--- src/rtl/matrix_seq_ctrl.sv ---
// matrix_seq_ctrl: frame sequencer for a 3x3 matrix datapath with shadow/active coefficient banks
module matrix_seq_ctrl #(
    parameter int unsigned FRAME_SIZE = 76800,
    parameter int unsigned PIPE_DEPTH = 3
) (
    input  logic         clk,
    input  logic         reset,
    input  logic         iCoefWr,
    input  logic [3:0]   iCoefAddr,
    input  logic [17:0]  iCoefData,
    input  logic         iCommit,
    input  logic         iValid,
    output logic         oReady,
    output logic         oPixValid,
    output logic [161:0] oCoef,
    output logic         oCommitPending,
    output logic         oFrameStart,
    output logic         oFrameDone,
    output logic [31:0]  oPixCnt,
    output logic [15:0]  oFrameCnt
);
    typedef enum logic [1:0] {IDLE, RUN, DRAIN, COMMIT} state_t;
    localparam logic [31:0] LAST_PIX = 32'(FRAME_SIZE - 1);
    localparam logic [3:0]  LAST_DRAIN = 4'(PIPE_DEPTH - 1);
    state_t      state, state_nx;
    logic [17:0] coef_shadow [9];
    logic [17:0] coef_act [9];
    logic [31:0] pix_cnt;
    logic [15:0] frame_cnt;
    logic [3:0]  drain_cnt;
    logic        pending;
    logic        commit_req;
    logic        accept;
    logic        drain_end;
    // a commit raised this cycle in IDLE wins over a pixel arriving alongside it
    assign commit_req = pending | iCommit;
    always_comb begin
        state_nx = state;
        oReady   = 1'b0;
        case (state)
            IDLE: begin
                oReady   = ~commit_req;
                state_nx = commit_req ? COMMIT : iValid ? (LAST_PIX == 32'd0 ? DRAIN : RUN) : IDLE;
            end
            RUN: begin
                oReady   = 1'b1;
                state_nx = (iValid && pix_cnt == LAST_PIX) ? DRAIN : RUN;
            end
            DRAIN:   state_nx = (drain_cnt == LAST_DRAIN) ? IDLE : DRAIN;
            COMMIT:  state_nx = IDLE;
            default: state_nx = IDLE;
        endcase
        if (reset)
            oReady = 1'b0;
    end
    assign accept         = iValid & oReady;
    assign oPixValid      = accept;
    assign oFrameStart    = accept && state == IDLE;
    assign drain_end      = !reset && state == DRAIN && drain_cnt == LAST_DRAIN;
    assign oFrameDone     = drain_end;
    assign oPixCnt        = pix_cnt;
    assign oFrameCnt      = frame_cnt;
    assign oCommitPending = pending;
    always_ff @(posedge clk) begin
        if (reset) begin
            state     <= IDLE;
            pix_cnt   <= '0;
            frame_cnt <= '0;
            drain_cnt <= '0;
            pending   <= 1'b0;
            for (int k = 0; k < 9; k++) begin
                coef_shadow[k] <= '0;
                coef_act[k]    <= '0;
            end
        end else begin
            state     <= state_nx;
            pending   <= iCommit | (pending & (state != COMMIT));
            pix_cnt   <= drain_end ? '0 : accept ? pix_cnt + 32'd1 : pix_cnt;
            frame_cnt <= frame_cnt + {15'd0, drain_end};
            drain_cnt <= (state == DRAIN) ? drain_cnt + 4'd1 : '0;
            if (iCoefWr && iCoefAddr < 4'd9)
                coef_shadow[iCoefAddr] <= iCoefData;
            // the copy samples the shadow as it stood before any write landing in this same cycle
            if (state == COMMIT)
                for (int k = 0; k < 9; k++)
                    coef_act[k] <= coef_shadow[k];
        end
    end
    for (genvar i = 0; i < 9; i++) begin : g_pack
        assign oCoef[161-18*i -: 18] = coef_act[i];
    end
endmodule

--- config.mk ---
export PLATFORM = sky130hd
export DESIGN_NAME = matrix_seq_ctrl
export DESIGN_NICKNAME = d
export VERILOG_FILES = /design/src/rtl/matrix_seq_ctrl.sv
export SDC_FILE = /design/constraint.sdc
export NUM_CORES = 1
export LEC_CHECK = 0
export BUFFER_PORTS_ARGS = -buffer_cell sky130_fd_sc_hd__buf_2
export CORE_ASPECT_RATIO = 2
export CORE_MARGIN = 1.5
export CORE_UTILIZATION = 50
export DETAILED_ROUTE_END_ITERATION = 6
export PLACE_DENSITY = 0.72
export SYNTH_ARGS = -nofsm -noshare
export SYNTH_HDL_FRONTEND = slang
export SYNTH_SLANG_ARGS = --single-unit
--- constraint.sdc ---
create_clock -name clk -period 11.1 [get_ports clk]
set_clock_uncertainty 0.1 [all_clocks]
set_input_delay 1.665 -clock clk [delete_from_list [all_inputs] [get_ports clk]]
set_output_delay 1.665 -clock clk [all_outputs]
set_load 0.01 [all_outputs]
# Yosys cells after proc, flatten, opt, wreduce, memory -nomap -nowiden

Memories as Yosys holds them, arrays and structs flattened.
Cells that the tools add are included.

Register bits: 55
Latch bits: 0
RAM bits: 324
ROM bits: 0
Input port bits: 27
Output and inout port bits: 215
Memories kept: 2

Add/subtract/negate cells: 3
$mul: 0
Div/mod/pow operators: 0
$lt $le $gt $ge: 1
Equal/unequal tests: 6
Shift operators: 0
Mux-type cells: 27
Bitwise operators: 15
Reduce and logical (&&, ||, !) cells: 10

Memories:

| name        | words | bits a word | read ports | clocked after memory_dff | wr ports | line | source |
|---|---|---|---|---|---|---|---|
| coef_act    | 9     | 18          | 9          | 0                        | 9        | 27   | `logic [17:0] coef_act [9];` |
| coef_shadow | 9     | 18          | 9          | 0                        | 9        | 26   | `logic [17:0] coef_shadow [9];` |

Operators with widths:

| operator              | count |
|---|---|
| $mux 18               | 10 |
| $add 32x1->32 const B | 1 |
| $eq 32x17->1 const B  | 1 |
| $reduce_or 18->1      | 1 |
| $add 16x1->16         | 1 |
| $mux 1                | 11 |
| $or 1x1->1            | 11 |
| $pmux 2 s4            | 1 |
| $mux 2                | 3 |
| $logic_and 1x1->1     | 5 |
| $add 4x1->4 const B   | 1 |
| $eq 2x2->1 const B    | 2 |
| $eq 4x2->1 const B    | 1 |
| $lt 4x4->1 const B    | 1 |
| $mux 4                | 1 |
| $reduce_or 2->1       | 2 |
| $and 1x1->1           | 2 |
| $eq 2x1->1 const B    | 1 |
| $logic_not 2->1       | 1 |
| $ne 2x2->1 const B    | 1 |
| $not 1->1             | 2 |
| $pmux 1 s2            | 1 |
| $logic_not 1->1       | 1 |

# Longest topological paths before layout

Gate-level depths: netlist of run 1.

Depth in word-level cells: 7
Gate-level depth with buffers: 9
Gate-level depth less buffers: 9

# Least setup slack after synthesis of run 1

No wires, ideal clock.

Kind: input port to flip-flop
From: in reset
To: mem coef_act[0][0] (enable)
Arrival time: 5.383 ns
Data required time: 10.472 ns
Path slack: 5.088 ns
Cell stages on the path: 3
Path buffers: 1
Cell sequence: buf_6 -> clkinv_1 -> nand2_1

RTL lines:

| what               | line | source |
|---|---|---|
| start: declaration | 7    | `input logic reset,` |
| end: declaration   | 27   |  |

# Worst setup path in the final report of run 1

From: in reset
To: out oPixValid

Word-level cells in the longest chain between the ends: 2

Ends and longest elaborated chain:

| what             | line | source |
|---|---|---|
| $mux 1           | 53   | `if (reset)` |
| $and 1x1->1      | 56   | `assign accept = iValid & oReady;` |
| end: declaration | 14   | `output logic oPixValid,` |

No other way between the ends.

==> flow_metrics.py, run 1 <==
metrics = {
    "detailed_routing": {
        "wl_mm": 31.8,
        "wl_met1_mm": 10.9,
        "dr_wl_met2_mm": 16.9,
        "top_layer_used": "met5",
        "vias_per_cell": 5.32,
        "drtIter0Drc": 451,
        "vias": 8691,
        "drcViolationCount": 0,
        "dr.pass1.iters": 4,
        "ant_nets": 0,
        "wl_met3_mm": 2.11,
        "routedWlPerCell_um": 19.4,
    },
    "floorplanning": {
        "die-area_um2": 30600,
        "die_h_um": 246,
        "start_util_pct": 51.0,
        "rows": 88,
        "fp.dieW_um": 125,
        "ios": 242,
        "coreArea_um2": 29000,
    },
    "outcome": {
        "status": "finished, final reports clean",
    },
    "clock_network": {
        "ctsHoldBuffers": 0,
        "cts_buffers": 30,
        "cts_tree": "done",
        "post_cts_buffers": 0,
        "root_buffer": "clkbuf_16",
        "insertion_delay_ns": 0.56,
        "clock-sinks": 379,
        "path_clk_slew_ns": 0.07,
        "cts_resized": 0,
        "clock_path_buffers": 3,
        "htree_levels": 1,
    },
    "setup_path": {
        "crit_required_ns": 9.34,
        "crit_path_max_fanout": 34,
        "start_kind": "primary input",
        "path_class": "in2out",
        "critPathCaptureType": "output port",
        "cp.arrival_ns": 3.06,
    },
    "power": {
        "power_density_nw_per_um2": 166,
        "max-vdd-ir-drop_v": 0.000108,
        "p_leak_nw": 6.75,
    },
    "logic_synthesis": {
        "mappedNetlistArea_um2": 14800,
        "synth_fp_nets": 1052,
        "ys_async_sr_fraction_pct": 0,
        "yosys_warnings": 0,
        "synth.ff_latch_count": 379,
        "synth_top_area_share_pct": 65.9,
        "synth_cell_types": 41,
        "avgSynthCellArea_um2": 14.5,
        "synth.area.top_cells": "edfxtp_1 (66%), and2_1 (14%), dfxtp_1 (7.5%), clkbuf_1 (1.1%), o31ai_1 (0.76%)",
        "yosysMostFrequentCell": "and2_1",
        "synthCells": 1020,
        "yosys-top-cells-count": "and2_1 (330), edfxtp_1 (324), dfxtp_1 (55)",
        "synth.largest_area_cell": "edfxtp_1",
        "synth_edf_count": 324,
        "seq_area_frac_synth_pct": 73.3,
        "ys.flop_type": "edfxtp_1",
    },
    "global_routing": {
        "globalRouteOverflowTotal": 0,
        "grt_max_degree": 163,
        "antenna_found_initial": 1,
        "grt_pass1_wl_mm": 47.7,
        "grt_pass1_vias": 8380,
        "grt.total_usage_pct": 20.6,
    },
    "timing": {
        "fmax_mhz": 207,
        "layout_min_cycle_time_ns": 4.82,
        "setup_viol": 0,
        "post-route-period-util_pct": 43.5,
        "slew_headroom_pct": 22.0,
        "worst_pin_slew_ns": 1.17,
        "slew_violations": 0,
        "hold_viol": 0,
        "fin_hold_ws_ns": 0.372,
        "fin_tns_setup_ns": 0,
        "rsz0062_at_grt": "no",
    },
    "cells_and_area": {
        "area_delta_synth_final_pct": 17.3,
        "fillCellCount": 2279,
        "layout-drive-gt1-share_pct": 24.9,
        "num-nets-final": 1283,
    },
    "placed_design": {
        "portBuffers": 241,
        "routabilityCongestion": 0.906,
        "place_hpwl_mm": 21.9,
    },
    "flow_run": {
        "cap_violations": 0,
    },
    "worst_hold_path": {
        "holdCritPathClass": "reg2reg",
    },
}
==> placed cells by master, fill, tap and decap left out, types with 3 or more instances in the layout <==
master,count
or3_1,6
bufinv_16,3
nand2_1,28
o21ai_2,3
buf_4,5
nand4_1,16
ha_1,5
o21ai_0,7
clkbuf_16,31
inv_1,6
buf_2,241
nor2_1,27
clkinv_4,3
nand2b_1,6
o31ai_1,15
and3_1,6
clkinv_2,7
xor2_1,12
nor2b_1,3
and2_1,330
edfxtp_1,324
clkbuf_1,4
dfxtp_1,55
mux2i_1,8
nand3_1,16
nor3_1,4
or2_2,6
nor4_1,10
nor3_2,4
or4_1,15
xnor2_1,7
clkinv_1,5
a21oi_1,22
and4_1,10
==> worst max-delay path, stage by stage <==
cell and delay, ns:
buf_2 0.34, or3b_2 0.60, nor2_1 0.26, buf_2 0.19
==> sequential cells by signal (all words and copies together) (netlist names) <==
| name | count |
|---|---|
| state | 2 |
| oFrameCnt | 16 |
| coef_act | 162 |
| oCommitPending | 1 |
| oPixCnt | 32 |
| coef_shadow | 162 |
| drain_cnt | 4 |
==> layer usage <==
metal	global-route usage, %	vias to the layer above
met5	0	-
met4	11.5	2
met3	4.45	87
met2	38.0	320
met1	21.3	4201
li1	-	4081
==> path summary, 6_finish.rpt <==
| path | slack (ns) | end | cells past startpoint | start |
|---|---|---|---|---|
| worst max-delay path | 6.28 | oPixValid | 4 | reset |
| worst min-delay path | 0.37 | drain_cnt[0] | 1 | drain_cnt[0] |
| worst max register to register | 8.43 | oFrameCnt[14] | 9 | drain_cnt[0] |
| worst min register to register | 0.37 | drain_cnt[0] | 1 | drain_cnt[0] |
==> per-stage QoR <==
step	power, mW	setup WS [ns]	utilization [%]	area (µm²)	instances
after global placement	1.84	6.31	56.4	16300	1579
after detailed placement	1.84	6.28	56.4	16300	1579
after floorplan	1.76	5.09	-	14800	1020
after global routing	2.97	6.21	59.8	17300	1634
after CTS	2.90	6.27	59.8	17300	1634
final	2.88	6.28	59.8	17300	1635
==> area by class of cell <==
| type | instances | area (µm²) | area share, % |
|---|---|---|---|
| Inverter | 7 | 26.3 | 0.152 |
| Timing Repair Buffer | 246 | 1240 | 7.18 |
| Tap cell | 360 | 450 | 2.60 |
| Multi-Input combinational cell | 587 | 3780 | 21.8 |
| Clock buffer | 35 | 791 | 4.57 |
| Antenna cell | 1 | 2.50 | 0.0145 |
| Clock inverter | 20 | 190 | 1.10 |
| Sequential cell | 379 | 10800 | 62.5 |
==> power breakdown <==
group / switching (mW) / total [mW] / leakage, nW / internal, mW
clock network: 0.483 / 1.07 / 0.480 / 0.583
logic: 0.109 / 0.156 / 2.59 / 0.0467
registers: 0.0268 / 1.65 / 3.68 / 1.63
total: 0.620 / 2.88 / 6.75 / 2.26
==> cells by family (layout without fill, tap and decap cells) <==
logic type / after synthesis / count (layout) / share of synthesized area (%)
simple gates: 503 / 503 / 20.9
flops: 379 / 379 / 73.3
buf+inv: 54 / 308 / 1.48
compound gates: 52 / 52 / 2.15
xor+xnor: 19 / 19 / 1.13
mux: 8 / 8 / 0.542
fa+ha+maj: 5 / 5 / 0.424
other cells: 0 / 1 / 0
(Power assumes the default switching activity.)
==> run 2: changes to the inputs <==
ABC_AREA = 1   (was default)
PLACE_DENSITY = 0.75   (was 0.72)
clock period = 4.3 ns   (was 11.1 ns; I/O delays follow)
==> run 2 against run 1 <==
Compared with the run above:
- first-iteration DRC count rose by 68%
- routed wire length is 10% higher
- synthesized cell count is 31% higher
- utilization shrank 0.24 points
- final cell count increased by 20%
- critical path depth grew 1
- non-clock buffer count grew 3
- synthesized area is 0.58% higher
- global-route usage rose by 1.8 points
- clock-buffer cell count is 1 lower
- largest cell class unchanged
- highest routed layer unchanged
==> flow_metrics.py, run 2 <==
metrics = {
    "setup_path": {
        "start_kind": "flip-flop",
        "cp.arrival_ns": 2.15,
        "crit_path_max_fanout": 15,
        "crit_required_ns": 3.56,
        "crit_top_cell": "inv_1",
        "rrSetupSlack_ns": 1.61,
        "r2r_cells": 9,
        "path_class": "reg2out",
        "crit_chain": "inv_1 -> nand2_1 -> nand3_1 -> inv_1 -> buf_2",
        "cp_slowest_cell": "dfxtp_1",
        "critPathCaptureType": "output port",
        "slowest_delay_ns": 0.42,
    },
    "timing": {
        "hold_viol": 0,
        "fin_tns_setup_ns": 0,
        "slew_headroom_pct": 38.0,
        "post-route-period-util_pct": 67.3,
        "final.setup.worst_slack_ns": 1.41,
        "worst_pin_slew_ns": 0.926,
        "slew_violations": 0,
        "fmax_mhz": 346,
        "setup_viol": 0,
        "rsz0062_at_grt": "no",
        "layout_min_cycle_time_ns": 2.89,
    },
    "power": {
        "total_power_mw": 7.77,
        "share_comb_of_total_power_pct": 6.2,
        "p_leak_nw": 7.71,
        "power_switching_mw": 1.73,
        "p_clk_share_pct": 38.5,
        "seqPwrFrac_pct": 55.2,
        "power_density_nw_per_um2": 444,
        "internal-power_mw": 6.04,
        "max-vdd-ir-drop_v": 0.000332,
        "switching_share_pct": 22.3,
    },
    "logic_synthesis": {
        "synth_fp_nets": 1368,
        "avgSynthCellArea_um2": 11.1,
        "seq_area_frac_synth_pct": 72.9,
        "synth_top_area_share_pct": 65.5,
        "yosys_warnings": 0,
        "ys_async_sr_fraction_pct": 0,
        "mappedNetlistArea_um2": 14900,
        "synthCells": 1336,
        "synth.largest_area_cell": "edfxtp_1",
        "synth.ff_latch_count": 379,
        "synth_edf_count": 324,
        "synth.area.top_cells": "edfxtp_1 (66%), nor2_1 (10%), dfxtp_1 (7.4%), inv_1 (5.8%), nand2_1 (2.6%)",
        "yosysMostFrequentCell": "nor2_1",
        "ys.flop_type": "edfxtp_1",
        "synth_cell_types": 30,
        "yosys-top-cells-count": "nor2_1 (414), edfxtp_1 (324), inv_1 (228)",
    },
    "clock_network": {
        "insertion_delay_ns": 0.57,
        "cts_resized": 0,
        "ctsHoldBuffers": 0,
        "cts_tree": "done",
        "htree_levels": 1,
        "cts_buffers": 31,
        "clock-sinks": 379,
        "path_clk_slew_ns": 0.07,
        "post_cts_buffers": 0,
        "root_buffer": "clkbuf_16",
        "clock_path_buffers": 3,
    },
    "floorplanning": {
        "start_util_pct": 50.5,
        "fp.dieW_um": 125,
        "rows": 89,
        "die_h_um": 247,
        "die-area_um2": 30800,
        "coreArea_um2": 29400,
        "ios": 242,
    },
    "detailed_routing": {
        "routedWlPerCell_um": 17.8,
        "drcViolationCount": 0,
        "drtIter0Drc": 759,
        "dr.pass1.iters": 7,
        "vias_per_cell": 5.16,
        "vias": 10200,
        "wl_mm": 35.0,
        "ant_nets": 0,
    },
    "cells_and_area": {
        "final_cell_mix": "nor2_1 (414), edfxtp_1 (324), buf_2 (241), inv_1 (228), nand2_1 (103)",
        "fillCellCount": 2341,
        "num-nets-final": 1613,
        "area_delta_synth_final_pct": 17.9,
        "fin_util_pct": 59.6,
        "layout-drive-gt1-share_pct": 19.7,
        "final_common_cell": "nor2_1",
    },
    "placed_design": {
        "place_hpwl_mm": 24.8,
        "portBuffers": 241,
        "place_ws_ns": 0.949,
        "routabilityCongestion": 0.941,
    },
    "global_routing": {
        "antenna_found_initial": 4,
        "grt.total_usage_pct": 22.3,
        "grt_pass1_vias": 9858,
        "grt_pass1_wl_mm": 52.7,
        "grt_max_degree": 74,
        "globalRouteOverflowTotal": 0,
    },
    "worst_hold_path": {
        "holdCritPathClass": "in2reg",
        "holdPathStages": 3,
    },
    "flow_run": {
        "cap_violations": 0,
    },
    "outcome": {
        "status": "finished, final reports clean",
    },
}
-- run 2: cell count changes in the layout (fill, tap and decap cells not counted), sizes merged, moves of 13 or more --
cell,change
or4,-15
and2,-329
nor2,+388
nand2,+76
nand3,+28
clkinv,+13
a21oi,+13
o31ai,-15
inv,+225
-- run 2: power by group through the flow --
stage | sequential, mW | clock (mW) | combinational, mW
final | 4.29 | 2.99 | 0.484
after global routing | 4.31 | 3.15 | 0.526
after CTS | 4.30 | 3.02 | 0.488
after detailed placement | 4.38 | 0 | 0.486
after global placement | 4.37 | 0 | 0.475
after floorplan | 4.42 | 0 | 0.193
-- run 2: area by class of cell --
class                   instances  area [µm²]  share of cell area (%)
clock buffers                  34         787                    4.49
inverters                     248         931                    5.32
multi-input cells             672        2920                    16.7
diodes                          1        2.50                  0.0143
repair buffers                249        1300                    7.45
well taps                     364         455                    2.60
flip-flops and latches        379       10800                    61.9
clock inverters                22         282                    1.61
-- run 2: per-stage QoR --
step | hold slack [ns] | cells | cell area [µm²]
finish | 0.307 | 1969 | 17500
global route | 0.302 | 1968 | 17500
CTS | 0.275 | 1968 | 17500
detailed placement | 0.363 | 1912 | 16400
global placement | 0.345 | 1912 | 16400
floorplan | 0.330 | 1336 | 14900
-- run 2: routing by layer --
metal  vias up  part of all wire (%)  wire length [µm]  track usage (%)
li1       4747                     -                 -                -
met1      4851                    33             11500             22.7
met2       444                    55             19100             43.1
met3       110                   7.2              2510             3.66
met4         6                   5.3              1870             11.8
met5         -                  0.11                38                0
-- run 2: critical path: cells and delay by family (launching register included) --
kind | cells | cell delay [ns]
flip-flops | 1 | 0.42
AND/OR/NAND/NOR | 2 | 0.53
buffers and inverters | 3 | 0.63
-- run 2: cell families (layout without fill, tap and decap cells) --
family	Yosys count	count (layout)	synth area share [%]
simple gates	612	612	16.9
other cells	0	1	0
xor+xnor	5	5	0.295
buf+inv	285	553	7.62
flops	379	379	72.9
fa+ha+maj	5	5	0.421
compound gates	50	50	1.84
-- run 2: worst paths after layout --
check / start / end
setup / recovery: state[0] / oPixValid
hold / removal: iCommit / oCommitPending
setup reg to reg: state[1] / oFrameCnt[12]
hold reg to reg: oFrameCnt[4] / oFrameCnt[4]
==> run 3: changes to the inputs <==
clock period = 2.6 ns   (was 4.3 ns; I/O delays follow)
==> run 3 against run 2 <==
Compared with the run above:
- routed wire length grew 1.5%
- total power rose by 67%
- critical path depth up 1
- sequential share of layout area fell by 1.4 points
- register-to-register slack got worse by 1.3 ns
- setup slack got worse by 1.3 ns
- combinational power up 79%
- via count is 0.48% higher
- clock power rose by 69%
- highest routed layer unchanged
==> flow_metrics.py, run 3 (synthesis results as in run 2) <==
metrics = {
    "outcome": {
        "status": "finished, final reports clean",
    },
    "global_routing": {
        "globalRouteOverflowTotal": 0,
        "grt_pass1_vias": 10000,
        "antenna_found_initial": 3,
        "grt.total_usage_pct": 22.6,
        "grt_max_degree": 50,
        "grt_pass1_wl_mm": 53.5,
    },
    "timing": {
        "hold_viol": 0,
        "fmax_mhz": 397,
        "slew_headroom_pct": 54.8,
        "layout_min_cycle_time_ns": 2.52,
        "post-route-period-util_pct": 96.9,
        "final.setup.worst_slack_ns": 0.0800,
        "rsz0062_at_grt": "no",
        "setup_viol": 0,
        "slew_violations": 0,
        "worst_pin_slew_ns": 0.674,
    },
    "detailed_routing": {
        "drcViolationCount": 0,
        "routedWlPerCell_um": 17.8,
        "vias": 10200,
        "wl_mm": 35.5,
        "dr.pass1.iters": 5,
        "drtIter0Drc": 717,
        "ant_nets": 0,
        "vias_per_cell": 5.11,
    },
    "clock_network": {
        "cts_buffers": 30,
        "root_buffer": "clkbuf_16",
        "post_cts_buffers": 0,
        "cts_tree": "done",
        "htree_levels": 1,
        "clock-sinks": 379,
        "clock_path_buffers": 3,
        "path_clk_slew_ns": 0.07,
        "insertion_delay_ns": 0.56,
        "ctsHoldBuffers": 0,
    },
    "setup_path": {
        "rr_startpoint": "state[0]",
        "critPathCaptureType": "output port",
        "start_kind": "flip-flop",
        "path_class": "reg2out",
        "rrSetupSlack_ns": 0.35,
        "r2r-end": "oFrameCnt[11]",
        "crit_required_ns": 2.11,
        "r2r_cells": 11,
        "crit_path_max_fanout": 9,
        "cp.arrival_ns": 2.03,
    },
    "placed_design": {
        "place_ws_ns": 0.284,
        "portBuffers": 241,
        "routabilityCongestion": 0.972,
        "place_hpwl_mm": 25.7,
    },
    "cells_and_area": {
        "area_delta_synth_final_pct": 20.6,
        "multi_input_area_um2": 2920,
        "layout-drive-gt1-share_pct": 21.4,
        "fin_util_pct": 60.9,
        "final_common_cell": "nor2_1",
        "fillCellCount": 2325,
        "num-nets-final": 1642,
        "diodes": 0,
        "final_cell_mix": "nor2_1 (414), edfxtp_1 (324), buf_2 (241), inv_1 (228), nand2_1 (103)",
        "seq_area_um2": 10800,
    },
    "worst_hold_path": {
        "hold-path-endpoint": "oCommitPending",
        "holdCritPathClass": "in2reg",
        "hp-start": "iCommit",
        "holdPathStages": 3,
    },
    "power": {
        "max-vdd-ir-drop_v": 0.000584,
        "p_clk_share_pct": 38.8,
        "power_switching_mw": 2.87,
        "switching_share_pct": 22.0,
        "internal-power_mw": 10.1,
        "power_density_nw_per_um2": 726,
        "share_comb_of_total_power_pct": 6.7,
        "total_power_mw": 13.0,
        "p_leak_nw": 7.92,
        "seqPwrFrac_pct": 54.5,
    },
    "floorplanning": {
        "die-area_um2": 30800,
        "die_h_um": 247,
        "coreArea_um2": 29400,
        "start_util_pct": 50.5,
        "ios": 242,
        "fp.dieW_um": 125,
        "rows": 89,
    },
    "flow_run": {
        "cap_violations": 0,
    },
}
-- run 3: cell count changes in the layout (fill, tap and decap cells not counted) --
cell,delta
nor3_2,+1
clkbuf_1,-1
inv_8,+1
clkinv_1,-2
diode_2,-1
inv_6,-1
clkinv_4,+1
clkinv_2,+1
buf_4,+19
buf_12,+11
bufinv_16,+1
nor3_1,-1
-- run 3: worst max path at each step --
stage | startpoint | to | depth (start not counted)
2_1_floorplan | reset | oFrameCnt[14] | 11
3_3_place_gp | reset | oFrameCnt[14] | 11
3_5_place_dp | reset | oFrameCnt[11] | 12
4_1_cts | state[1] | oPixValid | 6
5_1_grt | state[0] | oPixValid | 6
6_report | state[1] | oPixValid | 6
-- run 3: metal layers --
layer	GRT usage [%]	wire, µm	vias up
li1	-	-	4822
met1	21.5	11400	4809
met2	43.9	19500	428
met3	3.09	1980	142
met4	16.0	2660	6
met5	0	38	-
-- run 3: final cells by class --
| cell class | instances | share of cell area [%] |
|---|---|---|
| Multi-Input combinational cell | 672 | 16.3 |
| Inverter | 248 | 5.20 |
| Clock buffer | 33 | 4.37 |
| Timing Repair Buffer | 279 | 9.31 |
| Sequential cell | 379 | 60.5 |
| Tap cell | 364 | 2.54 |
| Clock inverter | 23 | 1.79 |
-- run 3: per-stage QoR --
stage / hold slack [ns] / TNS [ns] / instance area, µm² / std cells
6_report: 0.0591 / 0 / 17900 / 1998
5_1_grt: 0.0732 / 0 / 17900 / 1998
4_1_cts: 0.0431 / 0 / 17900 / 1998
3_5_place_dp: 0.359 / 0 / 16800 / 1942
3_3_place_gp: 0.346 / 0 / 16800 / 1942
2_1_floorplan: 0.330 / -0.0454 / 14900 / 1336
-- run 3: worst max-delay path, cell delays in order (launching register included) --
cell,delay (ns)
dfxtp_1,0.32
buf_4,0.16
nor2_1,0.16
nand3_1,0.26
buf_4,0.26
inv_1,0.15
buf_2,0.16
-- run 3: repair_timing --
item                                    CTS  global route
gates resized for setup                   0             1
endpoints found under the setup margin    0             1
hold endpoints to repair                  0             0
-- run 3: power by group through the flow --
stage	Combinational [mW]	Clock, mW	Sequential, mW
6_report	0.867	5.05	7.09
3_3_place_gp	0.853	0	7.22
2_1_floorplan	0.320	0	7.30
5_1_grt	0.940	5.29	7.12
4_1_cts	0.877	5.09	7.09
3_5_place_dp	0.871	0	7.23
